## src/rtl/if_stage_pkg.sv

```systemverilog
// Core-wide constants shared by the fetch stage and its neighbours:
// datapath width, the canonical bubble instruction, reset PC and fetch state encoding.
package if_stage_pkg;

   localparam int XLEN = 32;

   // addi x0,x0,0
   localparam logic [XLEN-1:0] NOP_INST_ENC = 32'h0000_0013;
   localparam logic [XLEN-1:0] RESET_PC_DEF = 32'h0000_0000;

   typedef enum logic [1:0] {
      FS_BUBBLE = 2'd0,
      FS_RUN    = 2'd1,
      FS_HOLD   = 2'd2
   } fetch_state_e;

endpackage

```

## src/rtl/if_stage.sv

```systemverilog
// Instruction-fetch stage: owns the PC, drives a synchronous-read ROM and presents
// the aligned {inst, pc, pc4, have_inst} bundle to decode, handling stalls and redirects.
module if_stage
   import if_stage_pkg::*;
#(
   parameter logic [XLEN-1:0] RESET_PC = RESET_PC_DEF,
   parameter logic [XLEN-1:0] NOP_INST = NOP_INST_ENC
) (
   input  logic            clk,
   input  logic            rst,
   input  logic            stall,
   input  logic            redirect,
   input  logic [XLEN-1:0] redirect_pc,
   output logic [XLEN-1:0] irom_addr,
   input  logic [XLEN-1:0] irom_inst,
   output logic [XLEN-1:0] id_inst,
   output logic [XLEN-1:0] id_pc,
   output logic [XLEN-1:0] id_pc4,
   output logic            id_have_inst,
   output logic [XLEN-1:0] fetch_count
);

   fetch_state_e    state, state_d;
   logic [XLEN-1:0] pc_f, pc_f_d;
   logic [XLEN-1:0] id_pc_d, id_pc4_d;
   logic [XLEN-1:0] hold_inst, hold_inst_d;
   logic [XLEN-1:0] fetch_count_d;
   logic [XLEN-1:0] pc_f_plus4;
   logic            unused_rpc_bits;

   assign pc_f_plus4      = pc_f + 32'd4;
   assign unused_rpc_bits = ^redirect_pc[1:0];

   // Next-state: redirect beats stall, stall beats advance
   always_comb begin
      state_d       = state;
      pc_f_d        = pc_f;
      id_pc_d       = id_pc;
      id_pc4_d      = id_pc4;
      hold_inst_d   = hold_inst;
      fetch_count_d = fetch_count;
      if (redirect) begin
         pc_f_d  = {redirect_pc[XLEN-1:2], 2'b00};
         state_d = FS_BUBBLE;
      end else if (stall) begin
         // Capture the ROM word once; the ROM keeps seeing pc_f while stalled
         if (state == FS_RUN) begin
            hold_inst_d = irom_inst;
            state_d     = FS_HOLD;
         end
      end else begin
         pc_f_d   = pc_f_plus4;
         id_pc_d  = pc_f;
         id_pc4_d = pc_f_plus4;
         state_d  = FS_RUN;
         if (state != FS_BUBBLE) begin
            fetch_count_d = fetch_count + 32'd1;
         end
      end
   end

   always_ff @(posedge clk) begin
      if (rst) begin
         state       <= FS_BUBBLE;
         pc_f        <= RESET_PC;
         id_pc       <= '0;
         id_pc4      <= '0;
         hold_inst   <= '0;
         fetch_count <= '0;
      end else begin
         state       <= state_d;
         pc_f        <= pc_f_d;
         id_pc       <= id_pc_d;
         id_pc4      <= id_pc4_d;
         hold_inst   <= hold_inst_d;
         fetch_count <= fetch_count_d;
      end
   end

   // Decode bundle selection
   always_comb begin
      id_inst      = NOP_INST;
      id_have_inst = 1'b0;
      case (state)
         FS_RUN: begin
            id_inst      = irom_inst;
            id_have_inst = 1'b1;
         end
         FS_HOLD: begin
            id_inst      = hold_inst;
            id_have_inst = 1'b1;
         end
         default: begin
            id_inst      = NOP_INST;
            id_have_inst = 1'b0;
         end
      endcase
   end

   assign irom_addr = pc_f;

endmodule

```

## config.mk

```make
export PLATFORM = sky130hd
export DESIGN_NAME = if_stage
export DESIGN_NICKNAME = d
export VERILOG_FILES = /design/src/rtl/if_stage_pkg.sv /design/src/rtl/if_stage.sv
export SDC_FILE = /design/constraint.sdc
export NUM_CORES = 1
export LEC_CHECK = 0
export ABC_AREA = 1
export ABC_CLOCK_PERIOD_IN_PS = 4040
export BUFFER_PORTS_ARGS = -buffer_cell sky130_fd_sc_hd__buf_4
export CAP_MARGIN = 15
export CORE_MARGIN = 5
export CORE_UTILIZATION = 40
export CTS_CLUSTER_DIAMETER = 100
export DETAILED_ROUTE_END_ITERATION = 8
export PLACE_DENSITY = 0.68
export SLEW_MARGIN = 20
export SYNTH_ARGS = -nofsm -noshare
export SYNTH_HDL_FRONTEND = slang
export SYNTH_SLANG_ARGS = --single-unit
```

## constraint.sdc

```tcl
create_clock -name clk -period 4.04 [get_ports clk]
set_input_delay 0.202 -clock clk [delete_from_list [all_inputs] [get_ports clk]]
set_output_delay 0.202 -clock clk [all_outputs]
set_load 0.02 [all_outputs]
```

### After elaboration in Yosys (flattened, before gate mapping)

Index checks and enable logic that the tools add are counted.
Widths: inputs -> output; s select.

* eq/ne operators: 4
* bitwise logic cells: 2
* mux-type cells: 6
* add/sub/neg operators: 2
* reductions and logical operators: 7

Operators by type and width (number)
* $mux 32: 2
* $pmux 32 s2: 1
* $add 32x1->32 const B: 1
* $add 32x3->32 const B: 1
* $reduce_and 3->1: 2
* $ne 2x1->1 const B: 2
* $reduce_or 2->1: 2
* $mux 1: 3
* $reduce_or 3->1: 1
* $eq 2x1->1 const B: 1
* $eq 2x2->1 const B: 1
* $not 1->1: 2
* $reduce_and 2->1: 1
* $reduce_bool 2->1: 1

* logic and storage cells: 29
* bits in registers: 162

### Depth between registers and ports, before layout

Gate-level depths: netlist of the first run.

* word-level depth: 3
* mapped depth: 11
* mapped depth without buffers: 11

### Worst setup path after synthesis of the first run

OpenSTA, ideal clock, no wires.

* kind: register to output
* start: register state[1]
* end: output id_inst[31]
* cell stages (with the launch flop): 7
* setup slack: 2335 ps
* required time: 3838 ps
* buffers on the path: 2
* arrival time: 1503 ps
* path through: dfxtp_1 > inv_1 > ha_1 > clkbuf_1 > clkbuf_1 > nand2_1 > a21oi_1

* cells in the longest elaborated chain, start to end: 2
* elaborated cells on any way between the ends: 3
* those cells by class: eq/ne: 2; mux: 1

Ends and longest elaborated chain
* from (decl): RTL line if_stage.sv:23 `fetch_state_e state, state_d;`
* from (signal assigned): RTL line if_stage.sv:71 `state <= state_d;`
* $eq 2x2->1 / $eq 2x1->1 (equally long branches): RTL line if_stage.sv:84 `case (state)`
* $pmux 32 s2 (*): RTL line if_stage.sv:84
* to (decl): RTL line if_stage.sv:16 `output logic [XLEN-1:0] id_inst,`

Every way passes the cells marked *; elsewhere a longest branch is shown, timed or not.

### Final worst setup path of the first run

* start: register state[0]
* end: output id_inst[10]

Same word-level chain as after synthesis.

==> flow_summary_export.csv, run 1 <==
group,metric,value,unit
placement,pre_cts_slack,1900,ps
setup_path,slowest_stage,"inv_1",
timing,finalHoldViolCount,0,
clock_network,htree_levels,4,
power_and_ir_drop,net-switching-power,0.951,mW
clock_network,cts_tree,"yes",
grt,grt.total_usage,21.5,%
floorplan,die_area,21300,um^2
worst_hold_path,min_path_type,"primary input to flop",
routing,wl,23.5,mm
yosys,post-synth-top-area-cell,"dfxtp_1",
setup_path,path_max_fanout,32,
floorplan,rows,49,
setup_path,cp-end-kind,"output pin",
yosys,yosysSeqAreaShare,42.3,%
timing,relSlewSlack,29.2,%
floorplan,die_x,146,um
yosys,avgSynthCellArea,6.73,um^2
clock_network,clk_path_buf_depth,2,
yosys,synth_warnings,0,
grt,grt_pass1_vias,7211,
yosys,ys_ff_latch,156,
routing,drc,0,
outcome,outcome,"completed",
timing,tightest_slew,1060,ps
setup_path,startpoint_type,"flop",
setup_path,critical_path_buf_inv_count,3,
yosys,synth_area,7390,um^2
clock_network,cts_hold_buf,0,
setup_path,max_stage_delay,770,ps
power_and_ir_drop,power.internal,2.66,mW
timing,fmax,399,MHz
routing,drtIter0Drc,486,
timing,min_period,2510,ps
clock_network,cts.sinks,156,
clock_network,cts_root_buf,"clkbuf_16",
cells_and_area,antenna_cells,0,
power_and_ir_drop,combPwrFrac,11.2,%
power_and_ir_drop,p_sw_share,26.3,%
grt,grt_first_pass_wirelength,37.8,mm
clock_network,cts_made_buffers,17,
placement,gp_congestion,0.884,
timing,final-setup-viol-count,0,
yosys,synth_cells,1097,
floorplan,ios,229,
setup_path,worstSetupPathType,"flop to output pin",
routing,first_pass_iters,5,
floorplan,start_util,40.8,%
timing,fin_setup_tns,0,ps
setup_path,path_delay_family,"buffers and inverters",
routing,via_per_inst,5.06,
floorplan,core-area,18100,um^2
routing,drtAntennaViolNets,0,
cells_and_area,final_common_cell,"nand2_1",
setup_path,worstPathRequired,3840,ps
routing,wire_per_inst,15.4,um
grt,grt_antenna_before_repair,0,
clock_network,clkLatencyLatePin,430,ps
floorplan,die_y,146,um
timing,fin_ws,1530,ps
setup_path,critPathArrivalTime,2310,ps
cells_and_area,syn_to_final_growth,31.4,%
yosys,yosys-top-cells-area,"dfxtp_1 (42%), nand2_1 (16%), a21oi_1 (11%), nor2_1 (6.4%), nand3_1 (4.7%)",
routing,vias,7735,
setup_path,path_cells,"inv_1 > ha_1 > inv_1 > a21oi_1 > buf_4",
power_and_ir_drop,pwr-share-clk,43.5,%
power_and_ir_drop,p_per_area,372,nW/um^2
power_and_ir_drop,peakVddDrop,0.286,mV
placement,hpwl,16.3,mm
clock_network,cts_resized,0,
grt,grt_max_degree,103,
timing,drv_slew,0,
timing,rsz0062_at_grt,"false",
cells_and_area,final_nets,1359,
power_and_ir_drop,seq_power_share,45.3,%
yosys,ys_types,35,
power_and_ir_drop,p_leak,4.05,nW
cells_and_area,final_cell_mix,"nand2_1 (312), buf_4 (224), a21oi_1 (157)",
cells_and_area,drive_gt1_share,21.6,%
yosys,yosys.area.top_type_share,42.3,%
setup_path,crit_top_cell,"inv_1",
flow_run,drv_cap,0,
timing,skew,10.5,ps
grt,grt_overflow,0,
timing,finalCritPeriodShare,62.1,%
clock_network,clkTransAtPathRegs,60,ps
clock_network,post_cts_buffers,0,
placement,port_buffers,220,
## power by group through the flow
| stage | combinational [mW] | sequential, mW | clock (mW) |
|---|---|---|---|
| finish | 0.403 | 1.64 | 1.57 |
| global route | 0.443 | 1.64 | 1.67 |
| CTS | 0.406 | 1.64 | 1.60 |
| detailed placement | 0.405 | 1.67 | 0 |
| global placement | 0.401 | 1.67 | 0 |
| floorplan | 0.176 | 1.71 | 0 |
## worst reg2reg max path, cell delays in order, from the launching register on
cell     delay [ps]
dfxtp_1         420
ha_1            220
nand3_1         130
nor2_1          440
nand3_1         180
xor2_1          180
nand2_1          90
a21oi_1          80
## synthesized netlist by cell type
cell	instances
dfxtp_1	156
a22o_1	7
nand2_2	3
ha_1	5
nor2_2	5
inv_2	2
inv_1	78
nand2_1	313
buf_2	7
o21ai_0	66
o21bai_1	1
nor4_1	1
conb_1	1
nand2_4	1
a211oi_1	1
nor3b_1	1
nand4_1	4
and3_1	1
nor2_4	4
xnor2_1	3
nand4_4	1
nor3_1	7
a31oi_1	8
nor2_1	126
nand4_2	1
buf_4	8
clkbuf_1	40
o21a_1	2
a21oi_1	157
xor2_1	8
buf_6	1
buf_1	4
nor2_8	2
nand3_1	70
or2_2	2
## path summary, 6_finish.rpt
| kind | start | end | slack, ps | depth (start not counted) |
|---|---|---|---|---|
| max reg2reg | irom_addr[3]$_SDFFE_PP0P_ | irom_addr[16]$_SDFFE_PP0P_ | 2150 | 7 |
| max | state[0]$_SDFFE_PP0P_ | id_inst[10] | 1530 | 5 |
| min reg2reg | hold_inst[18]$_SDFFE_PP0P_ | hold_inst[18]$_SDFFE_PP0P_ | 460 | 2 |
| min | irom_inst[16] | hold_inst[16]$_SDFFE_PP0P_ | 60 | 3 |
## flip-flops by register name, summed over array words and instances, names as in the netlist
| register | flops |
|---|---|
| irom_addr | 30 |
| id_pc4 | 30 |
| fetch_count | 32 |
| hold_inst | 32 |
| state | 2 |
| id_pc | 30 |
## per-stage QoR
| step | hold WS, ps | total power, mW | instances | utilization, % | area, um^2 |
|---|---|---|---|---|---|
| 6_report | 58.8 | 3.61 | 1528 | 53.6 | 9700 |
| 5_1_grt | 58.6 | 3.75 | 1528 | 53.6 | 9700 |
| 4_1_cts | 48.3 | 3.64 | 1528 | 53.6 | 9700 |
| 3_5_place_dp | 453 | 2.07 | 1496 | 50.4 | 9120 |
| 3_3_place_gp | 447 | 2.07 | 1496 | 50.4 | 9120 |
| 2_1_floorplan | 367 | 1.89 | 1102 | - | 7400 |
## cell families after synthesis
group	after synthesis	synth area share (%)
AND/OR/NAND/NOR	542	30.7
other	1	0.0508
buffers and inverters	140	7.74
adder cells (fa/ha/maj)	5	0.847
XOR/XNOR	11	1.30
AO/OA/AOI/OAI	242	17.0
flip-flops	156	42.3
## layer usage
layer / part of all wire (%) / global-route usage, % / wire length [um]
met2: 44 / 32.8 / 10300
met1: 46 / 29.7 / 10900
met5: 0 / 0 / 0
met3: 8.0 / 6.26 / 1880
met4: 1.7 / 6.08 / 391
## area by class of cell
class / instances / area (um^2)
clock buffers: 23 / 488
flip-flops and latches: 156 / 3120
inverters: 80 / 300
fillers: 1805 / 8380
well taps: 229 / 287
clock inverters: 9 / 86.3
multi-input cells: 806 / 3720
repair buffers: 225 / 1690
No activity file was read; power rests on OpenSTA's default activity.
==> inputs of run 2 (changes only) <==
--- a/config.mk
+++ b/config.mk
@@ -5,15 +5,15 @@
 export SDC_FILE = /design/constraint.sdc
 export NUM_CORES = 1
 export LEC_CHECK = 0
-export ABC_AREA = 1
-export ABC_CLOCK_PERIOD_IN_PS = 4040
+export ABC_AREA = 0
+export ABC_CLOCK_PERIOD_IN_PS = 2300
 export BUFFER_PORTS_ARGS = -buffer_cell sky130_fd_sc_hd__buf_4
 export CAP_MARGIN = 15
 export CORE_MARGIN = 5
 export CORE_UTILIZATION = 40
 export CTS_CLUSTER_DIAMETER = 100
 export DETAILED_ROUTE_END_ITERATION = 8
-export PLACE_DENSITY = 0.68
+export PLACE_DENSITY = 0.7
 export SLEW_MARGIN = 20
 export SYNTH_ARGS = -nofsm -noshare
 export SYNTH_HDL_FRONTEND = slang
==> constraint.sdc (replaced) <==
create_clock -name clk -period 2.3 [get_ports clk]
set_input_delay 0.115 -clock clk [delete_from_list [all_inputs] [get_ports clk]]
set_output_delay 0.115 -clock clk [all_outputs]
set_load 0.02 [all_outputs]
==> flow_summary_export.csv, run 2 <==
group,metric,value,unit
floorplan,rows,50,
setup_path,path_cells,"inv_1 > ha_2 > or4b_4 > or4_4 > buf_8 > nor3b_4 > mux2_4",
timing,finalCritPeriodShare,98.5,%
cells_and_area,drive_gt1_share,29.2,%
routing,vias,8243,
clock_network,cts_made_buffers,17,
cells_and_area,final_area,11200,um^2
grt,grt_pass1_vias,7921,
floorplan,die_area,21800,um^2
placement,gp_congestion,0.878,
power_and_ir_drop,peakVddDrop,0.484,mV
yosys,ys_ff_latch,156,
placement,port_buffers,220,
setup_path,rrSetupSlack,40,ps
routing,wire_per_inst,16.9,um
grt,grt_first_pass_wirelength,40.8,mm
power_and_ir_drop,p_per_area,627,nW/um^2
cells_and_area,final_nets,1327,
power_and_ir_drop,net-switching-power,1.81,mW
power_and_ir_drop,p_leak,4.39,nW
power_and_ir_drop,power,7.03,mW
yosys,yosysSeqAreaShare,41.2,%
clock_network,htree_levels,4,
grt,grt_antenna_before_repair,0,
cells_and_area,reg_top3,"fetch_count x32, hold_inst x32",
timing,fmax,442,MHz
setup_path,path_max_fanout,5,
clock_network,clkTransAtPathRegs,60,ps
floorplan,core-area,18700,um^2
timing,final-setup-viol-count,0,
yosys,synth_common_cells,"dfxtp_1 (156), nand2_1 (154), nor2_1 (81), a21oi_1 (80), clkbuf_1 (56)",
timing,finalHoldViolCount,0,
power_and_ir_drop,power.internal,5.22,mW
timing,min_period,2260,ps
floorplan,die_x,148,um
grt,grt_max_degree,53,
worst_hold_path,min_path_type,"primary input to flop",
power_and_ir_drop,p_sw_share,25.7,%
setup_path,critPathArrivalTime,2570,ps
cells_and_area,ff_latch_area,3130,um^2
clock_network,cts_root_buf,"clkbuf_16",
cells_and_area,final_cell_mix,"buf_4 (291), nand2_1 (154), dfxtp_1 (152)",
grt,grt.total_usage,22.5,%
timing,drv_slew,0,
setup_path,cp-end-kind,"flop",
timing,tightest_slew,638,ps
timing,timing.hold.ws,22.2,ps
routing,drtAntennaViolNets,0,
setup_path,slowest_stage,"or4b_4",
yosys,synth_warnings,0,
routing,drc,0,
yosys,synth_area,7580,um^2
yosys,synth_cells,960,
grt,grt_overflow,0,
yosys,ys_types,51,
cells_and_area,syn_to_final_growth,47.9,%
setup_path,worstSetupPathType,"flop to flop",
timing,skew,7.14,ps
setup_path,worstPathRequired,2610,ps
yosys,post-synth-top-area-cell,"dfxtp_1",
routing,first_pass_iters,7,
clock_network,cts_tree,"yes",
clock_network,clk_path_buf_depth,2,
cells_and_area,multi_input_area,4150,um^2
clock_network,cts.sinks,156,
yosys,avgSynthCellArea,7.90,um^2
yosys,synth_edf_count,0,
power_and_ir_drop,combPwrFrac,13.4,%
routing,via_per_inst,5.49,
clock_network,clkLatencyLatePin,420,ps
yosys,synthFlopType,"dfxtp_1",
setup_path,startpoint_type,"flop",
power_and_ir_drop,seq_power_share,41.1,%
yosys,yosys.area.top_type_share,41.2,%
cells_and_area,fill_cells,1623,
yosys,yosysMostFrequentCell,"dfxtp_1",
placement,placed_area,9790,um^2
floorplan,start_util,40.5,%
placement,hpwl,17.3,mm
cells_and_area,final_common_cell,"buf_4",
timing,rsz0062_at_grt,"true",
yosys,yosys-top-cells-area,"dfxtp_1 (41%), nand2_1 (7.6%), a21oi_1 (5.3%), nor2_1 (4.0%), nor2b_1 (3.7%)",
power_and_ir_drop,pwr-share-clk,45.5,%
outcome,outcome,"completed",
routing,drtIter0Drc,543,
flow_run,drv_cap,0,
floorplan,ios,229,
floorplan,die_y,148,um
routing,wl,25.3,mm
yosys,async_flop_share,0,%
timing,relSlewSlack,57.1,%
setup_path,max_stage_delay,480,ps
[run 2: changes by cell type in the layout (fill, tap and decap cells not counted), moves of 32 or more]
cell / previous run / this run
nand2_1: 312 / 154
a21oi_1: 157 / 80
buf_4: 224 / 291
dlygate4sd3_1: 0 / 57
inv_1: 78 / 25
nand3_1: 70 / 21
nor2_1: 125 / 80
nor2b_1: 0 / 45
o21ai_0: 66 / 24
a211oi_1: 1 / 34
a22oi_1: 0 / 32
[run 2: cell families (layout without fill, tap and decap cells)]
group	count (synthesis)	after routing	share of synthesized area [%]
muxes	16	16	2.36
DFF	156	156	41.2
AOI/OAI and AO/OA	202	202	17.0
and+or+nand+nor	436	436	28.7
adders and majority gates	5	5	0.825
xor gates and xnor gates	33	33	3.81
other	1	7	0.0494
buffers and inverters	111	413	6.05
[run 2: per-stage QoR]
step / worst slack, ps / cells / utilization [%] / TNS, ps
3_3_place_gp: -3.21 / 1406 / 52.3 / -3.21
3_5_place_dp: -55.8 / 1406 / 52.3 / -199
4_1_cts: 6.45 / 1496 / 59.2 / 0
2_1_floorplan: 3.41 / 965 / - / 0
6_report: 35.1 / 1502 / 60.0 / 0
5_1_grt: -53.8 / 1501 / 60.0 / -120
[run 2: final timing paths]
path,startpoint,end,depth (start not counted)
max,state[0]$_SDFFE_PP0P_,fetch_count[28]$_SDFFE_PP0P_,7
min,redirect_pc[6],irom_addr[6]$_SDFFE_PP0P_,3
max reg2reg,state[0]$_SDFFE_PP0P_,fetch_count[28]$_SDFFE_PP0P_,7
min reg2reg,id_pc[25]$_SDFFE_PP0P_,id_pc[25]$_SDFFE_PP0P_,2
[run 2: layer usage]
layer / up-vias / wire (um) / track usage [%]
met4: 0 / 454 / 7.46
met3: 34 / 2210 / 5.92
met5: - / 0 / 0
li1: 3972 / - / -
met2: 326 / 12100 / 37.2
met1: 3911 / 10600 / 28.5
[run 2: power by group through the flow]
stage	Sequential, mW	Combinational (mW)	Clock [mW]
4_1_cts	2.89	0.935	3.25
5_1_grt	2.90	1.02	3.35
2_1_floorplan	3.02	0.369	0
3_3_place_gp	2.94	0.847	0
3_5_place_dp	2.95	0.854	0
6_report	2.89	0.942	3.20
[run 2: timing repair]
item | in CTS | in global routing
setup buffers | 0 | 5
hold buffers | 57 | 0
gates cloned | 1 | 0
setup endpoints to repair | 8 | 17
resized for setup | 8 | 21
endpoints found under the hold margin | 57 | 0
pin swaps | 0 | 5
[run 2: critical path, delay by kind of cell, from the launching register on]
kind                     cells  cell delay (ps)
AND/OR/NAND/NOR              3             1130
adder cells (fa/ha/maj)      1              190
buffers and inverters        2              210
flip-flops                   1              320
multiplexers                 1              310
[run 2: area by class of cell]
type	instances	area share, %
repair buffers	355	25.7
clock buffers	19	4.04
multi-input cells	698	37.0
inverters	26	0.870
clock inverters	13	1.90
well taps	234	2.61
flip-flops and latches	156	27.9
diodes	1	0.0223
==> inputs of run 3 (changes only) <==
--- a/config.mk
+++ b/config.mk
@@ -10,10 +10,10 @@
 export BUFFER_PORTS_ARGS = -buffer_cell sky130_fd_sc_hd__buf_4
 export CAP_MARGIN = 15
 export CORE_MARGIN = 5
-export CORE_UTILIZATION = 40
+export CORE_UTILIZATION = 47
 export CTS_CLUSTER_DIAMETER = 100
 export DETAILED_ROUTE_END_ITERATION = 8
-export PLACE_DENSITY = 0.7
+export PLACE_DENSITY = 0.8
 export SLEW_MARGIN = 20
 export SYNTH_ARGS = -nofsm -noshare
 export SYNTH_HDL_FRONTEND = slang
==> flow_summary_export.csv, run 3 (synthesis results as in run 2) <==
group,metric,value,unit
outcome,outcome,"finished with violations",
outcome,violations,"setup timing",
placement,placed_cells,1384,
clock_network,htree_levels,4,
routing,drtIter0Drc,743,
setup_path,startpoint_type,"flop",
cells_and_area,syn_to_final_growth,44.9,%
cells_and_area,reg_top3,"fetch_count x32, hold_inst x32",
power_and_ir_drop,p_leak,4.28,nW
cells_and_area,ff_latch_area,3130,um^2
grt,grt_pass1_vias,7719,
clock_network,cts_made_buffers,17,
routing,vias,8353,
cells_and_area,drive_gt1_share,28.2,%
worst_hold_path,min_path_type,"primary input to flop",
placement,gp_congestion,0.894,
timing,min_period,2330,ps
worst_hold_path,hp-start,"redirect_pc[8]",
timing,fin_setup_tns,-33.5,ps
floorplan,start_util,47.7,%
timing,tightest_slew,631,ps
timing,skew,9.12,ps
routing,drc,0,
clock_network,clkLatencyLatePin,420,ps
grt,grt_first_pass_wirelength,39.6,mm
routing,wl,25.6,mm
setup_path,cp-end-kind,"flop",
clock_network,clkTransAtPathRegs,60,ps
cells_and_area,antenna_cells,0,
timing,finalCritPeriodShare,101,%
cells_and_area,final_common_cell,"buf_4",
power_and_ir_drop,p_per_area,615,nW/um^2
clock_network,cts_root_buf,"clkbuf_16",
timing,drv_slew,0,
cells_and_area,final_core_util,69.2,%
grt,grt_max_degree,58,
timing,rsz0062_at_grt,"true",
power_and_ir_drop,power,6.77,mW
setup_path,path_max_fanout,3,
flow_run,drv_cap,0,
setup_path,timing.rr.start,"state[0]$_SDFFE_PP0P_",
setup_path,rrSetupSlack,-30,ps
cells_and_area,fill_cells,1248,
clock_network,cts.sinks,156,
floorplan,core-area,15900,um^2
clock_network,clk_path_buf_depth,2,
setup_path,worstSetupPathType,"flop to flop",
setup_path,timing.critical_path.from,"state[0]$_SDFFE_PP0P_",
cells_and_area,final_cell_mix,"buf_4 (287), nand2_1 (154), dfxtp_1 (152)",
floorplan,die_area,18800,um^2
routing,first_pass_iters,6,
floorplan,rows,46,
setup_path,worstPathRequired,2610,ps
timing,relSlewSlack,57.9,%
cells_and_area,stdcell_count,1471,
timing,final-setup-viol-count,1,
cells_and_area,final_area,11000,um^2
cells_and_area,multi_input_area,4120,um^2
floorplan,die_x,137,um
routing,wire_per_inst,17.4,um
grt,grt_antenna_before_repair,0,
power_and_ir_drop,peakVddDrop,0.522,mV
setup_path,critPathArrivalTime,2640,ps
timing,timing.hold.ws,10.8,ps
cells_and_area,final_nets,1318,
clock_network,cts_tree,"yes",
timing,fmax,429,MHz
floorplan,die_y,137,um
timing,fin_ws,-33.5,ps
placement,placed_area,9730,um^2
floorplan,ios,229,
placement,hpwl,16.5,mm
grt,grt.total_usage,26.1,%
placement,pre_cts_slack,-73.7,ps
routing,via_per_inst,5.68,
timing,finalHoldViolCount,0,
grt,grt_overflow,0,
routing,drtAntennaViolNets,0,
placement,port_buffers,220,
==> run 3: cell types whose count changed in the layout (fill, tap and decap cells not counted), sizes merged <==
cell         delta
dlygate4sd3     -3
inv             -1
diode           -1
buf             -6
bufinv          -1
clkinv          -1
clkbuf          +3
clkinvlp        -3
==> run 3: per-layer routing <==
metal / vias up / share of wire (%) / GRT usage, %
li1: 3961 / - / -
met1: 3933 / 40 / 31.9
met2: 405 / 49 / 44.5
met3: 54 / 8.3 / 5.88
met4: 0 / 2.7 / 9.92
met5: - / 0 / 0
==> run 3: worst paths after layout <==
check | end | cells past startpoint
setup reg to reg | fetch_count[22]$_SDFFE_PP0P_ | 7
setup / recovery | fetch_count[22]$_SDFFE_PP0P_ | 7
hold reg to reg | id_pc[26]$_SDFFE_PP0P_ | 2
hold / removal | irom_addr[8]$_SDFFE_PP0P_ | 3
==> run 3: timing repair <==
item	4_1_cts	5_1_grt
setup endpoints to repair	9	13
pin swaps	0	3
hold endpoints to repair	54	0
resized for setup	9	13
hold buffers	54	0
gates cloned	1	0
buffers inserted	0	3
==> run 3: area by class of cell <==
type / count / area share [%]
clock buffer: 22 / 4.22
clock inverter: 7 / 1.26
inverter: 26 / 0.888
multi-input combinational: 698 / 37.4
sequential: 156 / 28.5
tap: 216 / 2.46
timing repair buffer: 346 / 25.3
==> run 3: critical path: stages, from the launching register on <==
cell     delay [ps]
dfxtp_2         340
inv_2            50
ha_4            160
or4b_4          480
or4_4           450
buf_6           150
nor4_4          280
mux2_4          320
==> run 3: report_power, final <==
group	total (mW)	internal, mW	switching (mW)
Clock	2.93	1.86	1.08
Sequential	2.89	2.80	0.0926
Combinational	0.940	0.424	0.516
Total	6.77	5.08	1.69
